$ cat config.mk
export PLATFORM = sky130hd
export DESIGN_NAME = squash_unit_tree
export DESIGN_NICKNAME = d
export VERILOG_FILES = /design/src/rtl/squash_pkg.sv /design/src/rtl/squash_tree_node.sv /design/src/rtl/squash_unit_tree.sv
export SDC_FILE = /design/constraint.sdc
export NUM_CORES = 1
export LEC_CHECK = 0
export CAP_MARGIN = 20
export CORE_ASPECT_RATIO = 0.6
export CORE_MARGIN = 2
export CORE_UTILIZATION = 40
export DETAILED_ROUTE_END_ITERATION = 10
export PLACE_DENSITY = 0.77
export SYNTH_ARGS = -nofsm -noshare
export SYNTH_HDL_FRONTEND = slang
export SYNTH_HIERARCHICAL = 1
export SYNTH_SLANG_ARGS = --single-unit
$ cat constraint.sdc
create_clock -name clk -period 5 [get_ports clk]
set_clock_uncertainty 0.2 [all_clocks]
set_input_delay 1 -clock clk [delete_from_list [all_inputs] [get_ports clk]]
set_output_delay 1 -clock clk [all_outputs]
set_load 0.03 [all_outputs]
$ cat src/rtl/squash_pkg.sv
// Shared helpers for the squash arbiter: modular sequence age and
// elaboration-time sizing of the radix comparator tree.
package squash_pkg;

  localparam int unsigned c_target_bits = 32;

  // Distance of seq ahead of base, modulo 2^bits; smaller means older.
  function automatic logic [31:0] seq_age(input logic [31:0] seq,
                                          input logic [31:0] base,
                                          input int unsigned bits);
    logic [31:0] mask;
    mask = (bits >= 32) ? '1 : ((32'd1 << bits) - 32'd1);
    return (seq - base) & mask;
  endfunction

  function automatic int unsigned pow_int(input int unsigned b, input int unsigned e);
    int unsigned r;
    r = 1;
    for (int unsigned i = 0; i < e; i++) r = r * b;
    return r;
  endfunction

  function automatic int unsigned tree_levels(input int unsigned n, input int unsigned radix);
    int unsigned l;
    int unsigned cap;
    l   = 0;
    cap = 1;
    while (cap < n) begin
      cap = cap * radix;
      l++;
    end
    return l;
  endfunction

endpackage

$ cat src/rtl/squash_tree_node.sv
// One comparator-tree node: selects the oldest valid input relative to i_base,
// lowest input position winning ties. Payload carries seq_num in its top bits.
module squash_tree_node
  import squash_pkg::*;
#(
  parameter int unsigned p_radix     = 2,
  parameter int unsigned p_seq_bits  = 5,
  parameter int unsigned p_data_bits = 37
) (
  input  logic [p_seq_bits-1:0]                 i_base,
  input  logic [p_radix-1:0]                    i_val,
  input  logic [p_radix-1:0][p_data_bits-1:0]   i_data,
  output logic                                  o_val,
  output logic [p_data_bits-1:0]                o_data
);

  logic [p_seq_bits-1:0] w_age;
  logic [p_seq_bits-1:0] w_best_age;

  always_comb begin
    o_val      = 1'b0;
    o_data     = '0;
    w_age      = '0;
    w_best_age = '0;
    for (int unsigned j = 0; j < p_radix; j++) begin
      w_age = p_seq_bits'(seq_age(32'(i_data[j][p_data_bits-1 -: p_seq_bits]),
                                  32'(i_base), p_seq_bits));
      // Strict less-than keeps the earlier position on equal age.
      if (i_val[j] && (!o_val || (w_age < w_best_age))) begin
        o_val      = 1'b1;
        o_data     = i_data[j];
        w_best_age = w_age;
      end
    end
  end

endmodule

$ cat src/rtl/squash_unit_tree.sv
// Oldest-first squash arbiter: radix comparator tree over per-source squashes,
// registered grant, commit-tracked age base and optional younger-squash window.
module squash_unit_tree
  import squash_pkg::*;
#(
  parameter int unsigned p_num_arb      = 2,
  parameter int unsigned p_seq_num_bits = 5,
  parameter int unsigned p_radix        = 4,
  parameter int unsigned p_suppress     = 1
) (
  input  logic                                          clk,
  input  logic                                          rst,
  input  logic [p_num_arb-1:0]                          arb_val,
  input  logic [p_num_arb-1:0][p_seq_num_bits-1:0]      arb_seq_num,
  input  logic [p_num_arb-1:0][c_target_bits-1:0]       arb_target,
  input  logic                                          commit_val,
  input  logic [p_seq_num_bits-1:0]                     commit_seq_num,
  output logic                                          gnt_val,
  output logic [p_seq_num_bits-1:0]                     gnt_seq_num,
  output logic [c_target_bits-1:0]                      gnt_target
);

  typedef struct packed {
    logic [p_seq_num_bits-1:0] seq_num;
    logic [c_target_bits-1:0]  target;
  } t_squash_msg;

  localparam int unsigned c_levels   = tree_levels(p_num_arb, p_radix);
  localparam int unsigned c_msg_bits = $bits(t_squash_msg);

  function automatic logic [p_seq_num_bits-1:0] age_of(input logic [p_seq_num_bits-1:0] s,
                                                       input logic [p_seq_num_bits-1:0] b);
    return p_seq_num_bits'(seq_age(32'(s), 32'(b), p_seq_num_bits));
  endfunction

  logic                       r_gnt_val;
  t_squash_msg                r_gnt;
  logic [p_seq_num_bits-1:0]  r_base;

  logic                       w_act_val;
  logic [p_seq_num_bits-1:0]  w_act_seq;
  logic [p_seq_num_bits-1:0]  w_act_age;
  logic [p_num_arb-1:0]       w_cand;
  logic                       w_win_val;
  t_squash_msg                w_win;

  // Anything not strictly older than the live squash is already covered by it.
  always_comb begin
    w_cand    = '0;
    w_act_age = age_of(w_act_seq, r_base);
    for (int unsigned i = 0; i < p_num_arb; i++) begin
      w_cand[i] = arb_val[i] &&
                  !(w_act_val && (age_of(arb_seq_num[i], r_base) >= w_act_age));
    end
  end

  for (genvar l = 0; l <= c_levels; l++) begin : g_lvl
    localparam int unsigned c_n = pow_int(p_radix, c_levels - l);
    logic [c_n-1:0]                  w_val;
    logic [c_n-1:0][c_msg_bits-1:0]  w_data;

    if (l == 0) begin : g_leaf
      for (genvar i = 0; i < c_n; i++) begin : g_in
        if (i < p_num_arb) begin : g_src
          assign w_val[i]  = w_cand[i];
          assign w_data[i] = t_squash_msg'{seq_num: arb_seq_num[i], target: arb_target[i]};
        end else begin : g_pad
          assign w_val[i]  = 1'b0;
          assign w_data[i] = '0;
        end
      end
    end else begin : g_node
      for (genvar n = 0; n < c_n; n++) begin : g_n
        squash_tree_node #(
          .p_radix     (p_radix),
          .p_seq_bits  (p_seq_num_bits),
          .p_data_bits (c_msg_bits)
        ) u_node (
          .i_base (r_base),
          .i_val  (g_lvl[l-1].w_val[n*p_radix +: p_radix]),
          .i_data (g_lvl[l-1].w_data[n*p_radix +: p_radix]),
          .o_val  (w_val[n]),
          .o_data (w_data[n])
        );
      end
    end
  end

  assign w_win_val = g_lvl[c_levels].w_val[0];
  assign w_win     = t_squash_msg'(g_lvl[c_levels].w_data[0]);

  always_ff @(posedge clk or negedge rst) begin
    if (!rst) begin
      r_gnt_val <= 1'b0;
      r_gnt     <= '0;
      r_base    <= '0;
    end else begin
      r_gnt_val <= w_win_val;
      if (w_win_val) r_gnt <= w_win;
      if (commit_val) r_base <= commit_seq_num + p_seq_num_bits'(1);
    end
  end

  if (p_suppress != 0) begin : g_supp
    logic                       r_act_val;
    logic [p_seq_num_bits-1:0]  r_act_seq;
    logic                       w_clear;

    assign w_clear = commit_val && (age_of(commit_seq_num, r_base) >= w_act_age);

    // A new grant is always older than the live one, so it simply replaces it.
    always_ff @(posedge clk or negedge rst) begin
      if (!rst) begin
        r_act_val <= 1'b0;
        r_act_seq <= '0;
      end else if (w_win_val) begin
        r_act_val <= 1'b1;
        r_act_seq <= w_win.seq_num;
      end else if (w_clear) begin
        r_act_val <= 1'b0;
      end
    end

    assign w_act_val = r_act_val;
    assign w_act_seq = r_act_seq;
  end else begin : g_nosupp
    assign w_act_val = 1'b0;
    assign w_act_seq = '0;
  end

  assign gnt_val     = r_gnt_val;
  assign gnt_seq_num = r_gnt.seq_num;
  assign gnt_target  = r_gnt.target;

endmodule
==> impl_metrics.prom, run 1 <==
# TYPE chip_impl_metric gauge
chip_impl_info{name="run_status",value="finished with violations"} 1
chip_impl_info{name="violated_checks",value="max-slew violations, negative setup slack"} 1
chip_impl_metric{name="chipHeight",unit="um"} 95.2
chip_impl_metric{name="powerDensity",unit="nW/um^2"} 846
chip_impl_metric{name="compound_gate_fraction_of_synth_area",unit="%"} 10.5
chip_impl_metric{name="cts_sinks",unit=""} 44
chip_impl_metric{name="grt_max_degree",unit=""} 46
chip_impl_metric{name="fp.dieArea",unit="um^2"} 14800
chip_impl_metric{name="viasPerCell",unit=""} 4.75
chip_impl_info{name="root_cell_of_the_clock_tree",value="clkbuf_16"} 1
chip_impl_metric{name="core_area",unit="um^2"} 13600
chip_impl_metric{name="clock_path_buffers",unit=""} 2
chip_impl_info{name="holdCritStartpoint",value="gnt_target[1]"} 1
chip_impl_metric{name="cts_buffers",unit=""} 5
chip_impl_metric{name="power.clock.fraction",unit="%"} 5.5
chip_impl_metric{name="synth_seq_area_share",unit="%"} 19.9
chip_impl_info{name="dominantRegCellSynth",value="dfrtp_1"} 1
chip_impl_info{name="reg2reg_to",value="gnt_target[27]"} 1
chip_impl_metric{name="crit_arrival",unit="ns"} 5.02
chip_impl_metric{name="grt_usage",unit="%"} 19.9
chip_impl_metric{name="internal_power",unit="uW"} 4140
chip_impl_metric{name="io-pin-count",unit=""} 122
chip_impl_metric{name="slowest_delay",unit="ns"} 0.53
chip_impl_metric{name="timing.final.ws_setup",unit="ns"} -0.0485
chip_impl_metric{name="postSynthCellCount",unit=""} 564
chip_impl_metric{name="worst_ep_required_time",unit="ns"} 4.97
chip_impl_info{name="worst_setup_path_start_kind",value="input port"} 1
chip_impl_metric{name="grt_first_pass_wirelength",unit="mm"} 23.2
chip_impl_metric{name="drive_above_1_share",unit="%"} 25.3
chip_impl_info{name="combinational_family_with_the_most_area_after_synthesis",value="multiplexers"} 1
chip_impl_metric{name="setup_viol",unit=""} 10
chip_impl_info{name="critical-path-top-delay-family",value="adder cells"} 1
chip_impl_metric{name="period_needed",unit="ns"} 5.05
chip_impl_metric{name="place_congestion",unit=""} 0.855
chip_impl_info{name="hold_class",value="flip-flop to flip-flop"} 1
chip_impl_info{name="path_cells",value="buf_12 -> inv_12 -> ha_4 -> inv_2 -> fa_2 -> ha_4 -> a21o_1 -> a21oi_2 -> nor3_2 -> o221ai_1 -> and3_4 -> nand3b_1 -> ha_1 -> nand4_1 -> o21ai_2 -> o22ai_4 -> buf_6 -> buf_12 -> buf_12 -> mux2i_1 -> mux2_4 -> mux2_4 -> mux2_4"} 1
chip_impl_metric{name="count_of_state_elements_after_synthesis",unit=""} 44
chip_impl_metric{name="post-route-util",unit="%"} 59.2
chip_impl_metric{name="initialDrtViolationCount",unit=""} 251
chip_impl_metric{name="hold_viol",unit=""} 0
chip_impl_metric{name="sequential_share_of_power",unit="%"} 9.8
chip_impl_metric{name="dr_total_vias",unit=""} 4658
chip_impl_metric{name="cp.buffers_inverters",unit=""} 6
chip_impl_metric{name="rr_worst_depth",unit=""} 22
chip_impl_metric{name="post_synth.cell_area_avg",unit="um^2"} 9.83
chip_impl_metric{name="maxCapViolCount",unit=""} 0
chip_impl_metric{name="num-nets-final",unit=""} 950
chip_impl_metric{name="layout.cells.non_filler",unit=""} 980
chip_impl_metric{name="clkSlewWorstSetupHoldPaths",unit="ns"} 0.06
chip_impl_metric{name="synth.mux.area_fraction",unit="%"} 33.7
chip_impl_info{name="timing_worst_setup_path_type",value="input port to flip-flop"} 1
chip_impl_metric{name="yosys.area_share.adder",unit="%"} 15.3
chip_impl_metric{name="synth-edff-count",unit=""} 0
chip_impl_metric{name="netSwitchingPower",unit="uW"} 2670
chip_impl_metric{name="grt_pass1_vias",unit=""} 4647
chip_impl_metric{name="synthesis.area",unit="um^2"} 5540
chip_impl_metric{name="remaining_drc_errors",unit=""} 0
chip_impl_metric{name="buffer_ports.inserted",unit=""} 121
chip_impl_metric{name="post_cts_hold_buffer_count",unit=""} 0
chip_impl_metric{name="worstHoldPathCells",unit=""} 1
chip_impl_metric{name="synthSimpleGateAreaFrac",unit="%"} 8.19
chip_impl_metric{name="routed_wl",unit="mm"} 14.5
chip_impl_metric{name="post_synth_xor_area_fraction",unit="%"} 5.03
chip_impl_metric{name="power.share.combinational",unit="%"} 84.7
chip_impl_metric{name="relSlewSlack",unit="%"} -51.4
chip_impl_metric{name="dp.cells",unit=""} 956
chip_impl_metric{name="clock_latency",unit="ns"} 0.28
chip_impl_metric{name="number_of_antenna_violations_at_the_first_check_in_global_routing",unit=""} 0
chip_impl_info{name="min_to",value="gnt_target[1]"} 1
chip_impl_info{name="layout.cells.most_common",value="clkdlybuf4s50_1"} 1
chip_impl_metric{name="worstMarginPinSlew",unit="ns"} 2.27
chip_impl_metric{name="finalMaxSlewViolations",unit=""} 84
chip_impl_metric{name="ys_warn_count",unit=""} 6
chip_impl_metric{name="irDropWorstVdd",unit="uV"} 453
chip_impl_info{name="setup_repair_after_global_routing_missed_its_margin",value="yes"} 1
chip_impl_metric{name="area_growth_syn_to_layout",unit="%"} 45.1
chip_impl_metric{name="stdcell_area",unit="um^2"} 8040
chip_impl_metric{name="routed_wire_length_per_instance",unit="um"} 14.8
chip_impl_metric{name="ys_types",unit=""} 54
chip_impl_info{name="rr_startpoint",value="gnt_seq_num[0]"} 1
chip_impl_info{name="critical_path.endpoint_type",value="flip-flop"} 1
chip_impl_metric{name="power_total",unit="uW"} 6810
chip_impl_metric{name="cts_max_level",unit=""} 2
chip_impl_metric{name="critical_path.max_fanout",unit=""} 7
chip_impl_metric{name="finalCritPeriodShare",unit="%"} 101
chip_impl_metric{name="fp-row-count",unit=""} 33
chip_impl_info{name="cts_tree",value="yes"} 1
chip_impl_metric{name="dieWidth",unit="um"} 156
chip_impl_metric{name="power.static_leakage",unit="uW"} 0.00399
chip_impl_metric{name="antenna_violating_nets_post_route",unit=""} 0
chip_impl_metric{name="detailedRoute.firstPassIterationCount",unit=""} 6
chip_impl_metric{name="insertedDiodeCount",unit=""} 0
chip_impl_info{name="cpMaxStageDelayCell",value="fa_2"} 1
chip_impl_info{name="layout_common_cells",value="116 x clkdlybuf4s50_1, 94 x mux2_4, 91 x conb_1"} 1
chip_impl_metric{name="timing.fmax",unit="GHz"} 0.198
chip_impl_metric{name="fin_worst_hold_slack",unit="ns"} 0.307
chip_impl_metric{name="placement.cell_area",unit="um^2"} 7580
chip_impl_metric{name="reg2reg_setup_slack",unit="ns"} 0.08
chip_impl_metric{name="initial_cell_density_of_the_core",unit="%"} 40.8
chip_impl_metric{name="power.share.switching",unit="%"} 39.2
chip_impl_metric{name="asyncSetResetFlopFracSynth",unit="%"} 100
chip_impl_metric{name="gr-total-overflow",unit=""} 0
chip_impl_metric{name="detailedPlacementHpwl",unit="mm"} 11.1
## kinds of logic (layout without fill, tap and decap cells)
family	Yosys count	in the layout
xor+xnor	31	31
flops	44	44
other cells	1	91
simple gates	100	100
mux	150	150
buf+inv	90	241
compound gates	85	85
fa+ha+maj	63	63
## sequential cells by signal, indices dropped and copies added, names as in the netlist
register and cells:
g_supp.r_act_val 1, gnt_seq_num 5, gnt_target 32, gnt_val 1, r_base 5
## power by group through the flow
stage          clock [uW]  sequential, uW  combinational, uW
2_1_floorplan           0             932               4000
5_1_grt               397             689               6220
6_report              373             668               5770
3_3_place_gp            0             668               5020
3_5_place_dp            0             666               5170
4_1_cts               383             669               5530
## area by class of cell
type / instances / area, um^2
fill: 1149 / 5540
multi-input combinational: 520 / 4640
timing repair buffer: 167 / 1660
sequential: 44 / 1100
inverter: 66 / 260
tap: 175 / 219
clock buffer: 6 / 129
clock inverter: 2 / 35.0
## worst max path at each step
stage,startpoint,endpoint,slack (ns),depth (start not counted)
6_report,arb_seq_num[0],gnt_target[27],-0.05,23
5_1_grt,arb_seq_num[0],gnt_target[27],-0.27,23
4_1_cts,arb_seq_num[0],gnt_target[29],-0.02,23
3_5_place_dp,arb_seq_num[0],gnt_target[12],-0.85,21
3_3_place_gp,arb_seq_num[0],gnt_target[12],-0.75,21
2_1_floorplan,arb_seq_num[0],gnt_target[21],-0.14,23
## synth_stat cells, drive strengths merged (7+ instances only)
library cell	count	share of area, %
a21oi	25	2.5
clkbuf	9	0.79
nor2	16	1.1
buf	15	2.2
fa	8	2.9
mux2i	39	7.0
ha	54	12
nand2	51	3.5
xor2	13	2.1
xnor2	18	3.0
a21o	23	3.2
o21ai	13	1.2
inv	66	4.5
mux2	111	27
nor3	7	0.63
dfrtp	44	20
## layer usage
layer	vias up	GRT usage [%]	part of all wire, %
met5	-	0	0
met4	0	3.21	0.57
met3	6	4.23	7.1
met2	118	32.3	43
met1	2192	27.8	49
li1	2342	-	-
## through the flow
stage	setup slack, ns	TNS [ns]
floorplan	-0.136	-4.40
global placement	-0.753	-26.03
detailed placement	-0.846	-28.92
CTS	-0.0208	-0.0795
global route	-0.272	-6.73
finish	-0.0485	-0.310
## timing repair
item | CTS | global route
endpoints found under the setup margin | 37 | 37
gates resized for setup | 35 | 14
pin swaps | 12 | 6
cloned | 1 | 1
buffers inserted | 10 | 5
(Power assumes the default switching activity.)
==> run 2: changes to the inputs <==
Settings changed: ABC_CLOCK_PERIOD_IN_PS set to 6550, PLACE_DENSITY 0.77 to 0.75, REMOVE_ABC_BUFFERS set to 1.
Clock period 5 ns to 6.55 ns, I/O delays scaled along.
==> run 2 against run 1 <==
  * Non-clock buffer count fell by 40
  * Die area unchanged
  * Highest routed layer unchanged
  * Hold slack gained 0.00064 ns
  * Largest cell class unchanged
  * The run ends with max-slew violations left
  * Critical path type unchanged
  * Global-route usage down 1.7 points
==> impl_metrics.prom, run 2 (synthesized netlist as in run 1, its figures left out) <==
# TYPE chip_impl_metric gauge
chip_impl_info{name="hold_class",value="flip-flop to flip-flop"} 1
chip_impl_metric{name="grt_first_pass_wirelength",unit="mm"} 21.3
chip_impl_metric{name="setup_viol",unit=""} 0
chip_impl_metric{name="cts_resized",unit=""} 0
chip_impl_info{name="layout_common_cells",value="120 x clkdlybuf4s50_1, 91 x conb_1, 66 x inv_1"} 1
chip_impl_metric{name="routedLengthMet1",unit="mm"} 7.28
chip_impl_metric{name="powerDensity",unit="nW/um^2"} 615
chip_impl_metric{name="routed_wire_length_per_instance",unit="um"} 14.4
chip_impl_metric{name="power.share.combinational",unit="%"} 82.5
chip_impl_metric{name="clock_latency",unit="ns"} 0.29
chip_impl_info{name="worst_setup_path_start_kind",value="input port"} 1
chip_impl_metric{name="cts_sinks",unit=""} 44
chip_impl_metric{name="power.clock.fraction",unit="%"} 6.6
chip_impl_metric{name="viasPerCell",unit=""} 4.71
chip_impl_metric{name="routed_wire_length_on_met2",unit="mm"} 5.46
chip_impl_metric{name="post_cts_hold_buffer_count",unit=""} 0
chip_impl_metric{name="met3RoutedLength",unit="um"} 737
chip_impl_metric{name="detailedRoute.firstPassIterationCount",unit=""} 5
chip_impl_metric{name="gr-total-overflow",unit=""} 0
chip_impl_info{name="layout.cells.most_common",value="clkdlybuf4s50_1"} 1
chip_impl_metric{name="power.static_leakage",unit="uW"} 0.00359
chip_impl_metric{name="maxCapViolCount",unit=""} 0
chip_impl_metric{name="number_of_antenna_violations_at_the_first_check_in_global_routing",unit=""} 0
chip_impl_metric{name="grt_usage",unit="%"} 18.2
chip_impl_metric{name="chipHeight",unit="um"} 95.2
chip_impl_metric{name="fp-row-count",unit=""} 33
chip_impl_metric{name="clock_path_buffers",unit=""} 2
chip_impl_metric{name="remaining_drc_errors",unit=""} 0
chip_impl_metric{name="finalCritPeriodShare",unit="%"} 94.9
chip_impl_metric{name="largest_register_ffs",unit=""} 32
chip_impl_metric{name="grt_max_degree",unit=""} 46
chip_impl_metric{name="initialDrtViolationCount",unit=""} 240
chip_impl_metric{name="dr_total_vias",unit=""} 4431
chip_impl_metric{name="timing.fmax",unit="GHz"} 0.161
chip_impl_metric{name="cts_buffers",unit=""} 5
chip_impl_info{name="setup_repair_after_global_routing_missed_its_margin",value="no"} 1
chip_impl_metric{name="hold_viol",unit=""} 0
chip_impl_metric{name="tns",unit="ns"} 0
chip_impl_metric{name="worstMarginPinSlew",unit="ns"} 2.33
chip_impl_metric{name="antenna_violating_nets_post_route",unit=""} 0
chip_impl_metric{name="internal_power",unit="uW"} 2670
chip_impl_info{name="run_status",value="finished with violations"} 1
chip_impl_metric{name="detailedPlacementHpwl",unit="mm"} 10.6
chip_impl_metric{name="place_congestion",unit=""} 0.860
chip_impl_metric{name="period_needed",unit="ns"} 6.22
chip_impl_metric{name="crit_arrival",unit="ns"} 6.19
chip_impl_metric{name="routed_wl",unit="mm"} 13.5
chip_impl_metric{name="area_growth_syn_to_layout",unit="%"} 33.3
chip_impl_metric{name="relSlewSlack",unit="%"} -55.7
chip_impl_metric{name="grt_pass1_vias",unit=""} 4154
chip_impl_metric{name="num-nets-final",unit=""} 910
chip_impl_metric{name="irDropWorstVdd",unit="uV"} 397
chip_impl_metric{name="critical_path.max_fanout",unit=""} 27
chip_impl_info{name="uppermost_metal_layer_occupied_by_signal_nets",value="met4"} 1
chip_impl_info{name="critical_path.endpoint_type",value="flip-flop"} 1
chip_impl_metric{name="dieWidth",unit="um"} 156
chip_impl_info{name="root_cell_of_the_clock_tree",value="clkbuf_16"} 1
chip_impl_metric{name="buffer_ports.inserted",unit=""} 121
chip_impl_metric{name="insertedDiodeCount",unit=""} 0
chip_impl_metric{name="cts.repair_timing.setup_buffer_count",unit=""} 0
chip_impl_metric{name="core_area",unit="um^2"} 13600
chip_impl_metric{name="timing.final.ws_setup",unit="ns"} 0.331
chip_impl_info{name="violated_checks",value="max-slew violations"} 1
chip_impl_metric{name="worst_ep_required_time",unit="ns"} 6.52
chip_impl_metric{name="place_worst_setup_slack",unit="ns"} 0.0443
chip_impl_metric{name="fp.dieArea",unit="um^2"} 14800
chip_impl_metric{name="sequential_share_of_power",unit="%"} 10.9
chip_impl_metric{name="drive_above_1_share",unit="%"} 18.4
chip_impl_metric{name="cts_max_level",unit=""} 2
chip_impl_metric{name="netSwitchingPower",unit="uW"} 1870
chip_impl_metric{name="finalMaxSlewViolations",unit=""} 84
chip_impl_metric{name="io-pin-count",unit=""} 122
chip_impl_metric{name="initial_cell_density_of_the_core",unit="%"} 40.8
chip_impl_info{name="cts_tree",value="yes"} 1
chip_impl_info{name="timing_worst_setup_path_type",value="input port to flip-flop"} 1
chip_impl_metric{name="power.share.switching",unit="%"} 41.2
chip_impl_metric{name="clkSlewWorstSetupHoldPaths",unit="ns"} 0.07
==> run 2: changes by cell type in the layout (fill, tap and decap cells not counted), moves of 5 or more <==
| cell | before | now |
|---|---|---|
| buf_12 | 6 | 1 |
| ha_1 | 49 | 54 |
| mux2_2 | 17 | 51 |
| buf_4 | 35 | 5 |
| mux2_4 | 94 | 60 |
| ha_4 | 5 | 0 |
==> run 2: critical path, stage by stage <==
cell	delay, ns
clkdlybuf4s50_1	0.51
inv_1	0.06
ha_1	0.21
inv_1	0.07
fa_1	0.41
ha_1	0.30
a21o_1	0.16
a21oi_1	0.17
nor3_1	0.07
o221ai_1	0.18
and3_2	0.35
nand3b_1	0.15
ha_1	0.32
and2_1	0.18
a21o_1	0.20
o22ai_4	0.30
buf_12	0.29
mux2i_1	0.14
mux2_4	0.27
mux2_4	0.26
mux2_2	0.26
==> run 2: path summary, 6_finish.rpt <==
path	startpoint	endpoint	slack, ns	depth (start not counted)
max	arb_seq_num[0]	gnt_target[13]	0.33	21
min	gnt_target[4]	gnt_target[4]	0.31	1
max reg2reg	r_base[0]	gnt_target[13]	1.02	19
min reg2reg	gnt_target[4]	gnt_target[4]	0.31	1
max in group asynchronous	rst	r_base[0]	4.82	2
min in group asynchronous	rst	gnt_target[5]	0.91	2
==> run 2: final cells by class <==
| class | instances | area [um^2] |
|---|---|---|
| multi-input combinational | 520 | 4380 |
| timing repair buffer | 127 | 1260 |
| inverter | 66 | 248 |
| clock buffer | 6 | 139 |
| clock inverter | 2 | 38.8 |
| sequential | 44 | 1100 |
| tap | 175 | 219 |
| fill | 1220 | 6190 |
==> run 2: per-layer routing <==
layer  global-route usage (%)  vias to the layer above
li1                         -                     2273
met1                     27.5                     2031
met2                     28.1                      123
met3                     3.36                        4
met4                     1.38                        0
met5                        0                        -
==> run 2: power groups by stage <==
stage,logic (uW),registers [uW],clock network (uW)
2_1_floorplan,2710,709,0
3_3_place_gp,3560,496,0
3_5_place_dp,3640,502,0
4_1_cts,3650,497,310
5_1_grt,4050,510,324
6_report,3750,495,301
==> run 2: metrics by stage <==
step                      area [um^2]  total power [uW]  util, %  hold WS (ns)  cells
after floorplan                  5720              3420        -         0.313    630
after global placement           7210              4060     53.1         0.292    932
after detailed placement         7210              4140     53.1         0.295    932
after CTS                        7390              4450     54.4         0.310    940
after global routing             7390              4880     54.4         0.326    940
final                            7390              4540     54.4         0.308    940
